==> src/rtl/csa_accum_seq.sv <==
// Carry-save accumulate-and-resolve sequencer: compresses a stream of operands 3:2, then resolves S/C into a binary sum.
// Optional overflow output enabled by defining CSA_OVF_DETECT_EN.
module csa_accum_seq #(
  parameter int WIDTH = 64,
  parameter int CNT_W = 8
) (
  input  logic             clock,
  input  logic             reset_n,
  input  logic             in_valid,
  output logic             in_ready,
  input  logic [WIDTH-1:0] in_data,
  input  logic             in_last,
  output logic             out_valid,
  input  logic             out_ready,
  output logic [WIDTH-1:0] out_sum,
  output logic [CNT_W-1:0] out_count,
  output logic             busy
`ifdef CSA_OVF_DETECT_EN
  ,
  output logic             out_ovf
`endif
);

  // SETTLE is one alignment cycle between the last beat and the first carry step,
  // which puts out_valid two edges after the last accept at the earliest.
  typedef enum logic [1:0] {ACCUM, SETTLE, RESOLVE, DONE} state_t;

  state_t           state, state_next;
  logic [WIDTH-1:0] s, c;
  logic [CNT_W-1:0] cnt;
  logic [WIDTH-1:0] maj, half;
  logic             accept;

  assign accept    = in_valid & in_ready;
  assign maj       = (s & c) | (s & in_data) | (c & in_data);
  assign half      = s & c;
  assign in_ready  = (state == ACCUM);
  assign out_valid = (state == DONE);
  assign busy      = (state != ACCUM);

  always_comb begin
    state_next = state;
    case (state)
      ACCUM:   if (accept && in_last) state_next = SETTLE;
      SETTLE:  state_next = RESOLVE;
      RESOLVE: if (c == '0) state_next = DONE;
      DONE:    if (out_ready) state_next = ACCUM;
      default: state_next = ACCUM;
    endcase
  end

  always_ff @(posedge clock or negedge reset_n) begin
    if (!reset_n) state <= ACCUM;
    else          state <= state_next;
  end

`ifdef CSA_OVF_DETECT_EN
  logic ovf;
`endif

  always_ff @(posedge clock or negedge reset_n) begin
    if (!reset_n) begin
      s         <= '0;
      c         <= '0;
      cnt       <= '0;
      out_sum   <= '0;
      out_count <= '0;
`ifdef CSA_OVF_DETECT_EN
      ovf       <= 1'b0;
      out_ovf   <= 1'b0;
`endif
    end else begin
      case (state)
        ACCUM: begin
          if (accept) begin
            s <= s ^ c ^ in_data;
            c <= maj << 1;
            if (cnt != '1) cnt <= cnt + 1'b1;
`ifdef CSA_OVF_DETECT_EN
            ovf <= ovf | maj[WIDTH-1];
`endif
          end
        end
        RESOLVE: begin
          if (c != '0) begin
            s <= s ^ c;
            c <= half << 1;
`ifdef CSA_OVF_DETECT_EN
            ovf <= ovf | half[WIDTH-1];
`endif
          end else begin
            out_sum   <= s;
            out_count <= cnt;
`ifdef CSA_OVF_DETECT_EN
            out_ovf   <= ovf;
`endif
          end
        end
        DONE: begin
          if (out_ready) begin
            s   <= '0;
            c   <= '0;
            cnt <= '0;
`ifdef CSA_OVF_DETECT_EN
            ovf <= 1'b0;
`endif
          end
        end
        default: ;
      endcase
    end
  end

endmodule

==> config.mk <==
export PLATFORM = sky130hd
export DESIGN_NAME = csa_accum_seq
export DESIGN_NICKNAME = d
export VERILOG_FILES = /design/src/rtl/csa_accum_seq.sv
export SDC_FILE = /design/constraint.sdc
export NUM_CORES = 1
export LEC_CHECK = 0
export CAP_MARGIN = 20
export CORE_MARGIN = 4
export CORE_UTILIZATION = 56
export CTS_CLUSTER_DIAMETER = 120
export DETAILED_ROUTE_END_ITERATION = 7
export PLACE_DENSITY = 0.9
export SLEW_MARGIN = 10
export SYNTH_ARGS = -nofsm -noshare
export SYNTH_HDL_FRONTEND = slang
export SYNTH_SLANG_ARGS = --single-unit
==> constraint.sdc <==
create_clock -name clock -period 2.44 [get_ports clock]
set_input_delay 0.366 -clock clock [delete_from_list [all_inputs] [get_ports clock]]
set_output_delay 0.366 -clock clock [all_outputs]
set_load 0.05 [all_outputs]
==> metrics.yaml <==
tns_ps: 0
nets: 1227
synth_edf_count: 0
fillCellCount: 1389
yosysUniqueCellTypes: 39
p_switching_mw: 8.37
final_common_cell: "dfrtp_1"
final_antenna_net_count: 0
clkPwrFrac_pct: 16.8
synth_warnings: 0
dp_cells: 1270
grt_antenna_before_repair: 0
hold_viol_final: 0
dr_total_vias: 8542
drt_iter0_markers: 618
rsz0062_at_grt: "no"
max_slew_margin_pct: 59.9
path_clk_slew_ps: 60
fin_total_pwr_mw: 20.5
power_frac_comb_pct: 51.0
max_freq_ghz: 0.427
dp.final_hpwl_um: 18200
hold_class: "in -> async"
drt-total-wl_um: 28100
firstDrtPassIters: 5
crit_type: "reg -> reg"
p_int_mw: 12.1
antenna_cells: 0
critPathCaptureType: "flop"
hold_ws_ps: 370
drive_above_1_share_pct: 15.4
leakagePower_nw: 6.11
h-tree-depth: 1
seqPwrFrac_pct: 32.2
grt_overflow: 0
viasPerCell: 6.51
synth_seq_cells: 209
drc_errors: 0
cellPowerDensity_nw_per_um2: 1430
synth.avg_cell_area_um2: 12.8
clock_latency_ps: 510
gp_congestion: 0.839
crit_chain: "nor4_2 -> buf_4 -> nand4_1 -> nor4_4 -> nand2_4 -> buf_12 -> mux2_1"
async_reset_ff_share_pct: 100
io_buffers: 143
die_h_um: 153
die-width_um: 153
ios: 144
grt_max_degree: 76
clkSinkCount: 209
tightestPinTransition_ps: 600
max-cap-violations: 0
swShare_pct: 40.9
cts_made_buffers: 23
slew_viol_final: 0
avgRoutedWirePerCell_um: 21.4
grt_pass1_wl_um: 47000
period_minus_slack_ps: 2340
syn_to_final_growth_pct: 22.5
start_util_pct: 57.3
startpoint: "c[2]"
synth_fp_nets: 1115
slowest_delay_ps: 450
root_buffer: "clkbuf_16"
rows: 52
setup_viol: 0
dieArea_um2: 23300
clock_skew_ps: 25.1
timing.rr.start: "c[2]"
synth_cells: 914
vdd_drop_max_uv: 808
grtUsageTotal_pct: 24.0
layout_common_cells: "209 x dfrtp_1, 139 x clkdlybuf4s50_1, 125 x a2bb2oi_1"
layoutNonFillerInstCount: 1312
seq_area_frac_synth_pct: 44.6
place_area_um2: 13500
arrival_ps: 2710
fin_area_um2: 14300
ctsLongestPathBuffers: 3
cts_tree: "done"
status: "complete, no violations"
synth-main-ff-cell: "dfrtp_1"
coreArea_um2: 20400
cp_max_fo: 55
worstSetupStartpointType: "flop"
grt_pass1_vias: 8986
syn_area_um2: 11700
finalCritPeriodShare_pct: 95.9
crit_slowest_cell: "dfrtp_1"
required_ps: 2810
worst paths after layout:
path / end / slack (ps) / depth (start not counted)
max: out_sum[54] / 100 / 7
min: s[62] / 370 / 2
max reg2reg: out_sum[54] / 100 / 7
min reg2reg: out_sum[53] / 500 / 1
max in group asynchronous: s[23] / 1290 / 3
min in group clock: s[63] / 450 / 3
registers in the layout, indices dropped and copies added, names as in the netlist:
signal     count
state          2
c             63
cnt            8
out_count      8
out_sum       64
s             64
synth_stat cells (2+ instances only):
cell	n	area (µm²)
a211o_1	2	17.5
a211oi_1	75	563
a21oi_1	3	15.0
a221o_1	3	30.0
a221oi_1	49	429
a2bb2oi_1	125	1090
buf_2	24	120
buf_6	3	33.8
clkbuf_1	61	229
dfrtp_1	209	5230
fa_1	62	1240
ha_1	70	876
inv_1	5	18.8
mux2_1	4	45.0
mux2_2	69	777
nand2_1	15	56.3
nand3_1	4	20.0
nand4_1	4	25.0
nor2_1	5	18.8
nor2b_1	5	31.3
nor3_1	3	15.0
nor3b_1	77	578
nor4_1	18	113
o21ai_0	2	10.0
or2_2	2	12.5
or3_1	2	12.5
worst max-delay path: cells and delay by family, from the launching register on:
kind / cells / cell delay, ps
AND/OR/NAND/NOR: 4 / 990
buffers and inverters: 2 / 360
flip-flops: 1 / 450
multiplexers: 1 / 360
per-stage QoR:
stage	utilization, %	setup slack, ps
floorplan	-	55.0
global placement	66.2	-33.7
detailed placement	66.2	-92.6
CTS	70.0	20.0
global route	70.2	22.2
finish	70.2	100
metal layers:
layer / up-vias / routed length [µm] / GRT usage (%)
met5: - / 0 / 0
li1: 3793 / - / -
met4: 0 / 655 / 6.49
met3: 51 / 1680 / 4.12
met1: 4427 / 12200 / 34.1
met2: 271 / 13600 / 38.9
kinds of logic (layout without fill, tap and decap cells):
kind of cell             count (synthesis)  in the layout  share of synthesized area (%)
adder cells (fa/ha/maj)                132            132                           18.1
flip-flops                             209            209                           44.6
multiplexers                            73             73                           7.02
AO/OA/AOI/OAI                          265            265                           18.8
AND/OR/NAND/NOR                        142            142                           8.03
buffers and inverters                   93            221                           3.43
power groups by stage:
stage	Combinational [mW]	Clock, mW	Sequential (mW)
after global routing	11.7	3.65	6.80
after detailed placement	10.2	0	6.54
after CTS	10.5	3.50	6.51
final	10.4	3.44	6.58
after floorplan	7.85	0	6.03
after global placement	9.64	0	6.42
layout make-up:
type	instances	area, µm²	area share (%)
Multi-Input combinational cell	612	6220	43.3
Sequential cell	209	5230	36.4
Timing Repair Buffer	175	1800	12.6
Clock buffer	30	632	4.40
Tap cell	270	338	2.35
Clock inverter	11	109	0.759
Inverter	5	18.8	0.131
timing repair:
action	CTS	global route
hold buffers	1	0
hold endpoints to repair	41	0
resized for setup	6	11
buffers inserted	0	0
pin swaps	0	2
endpoints found under the setup margin	196	38
Note: power is estimated with default switching activity, not from simulation.
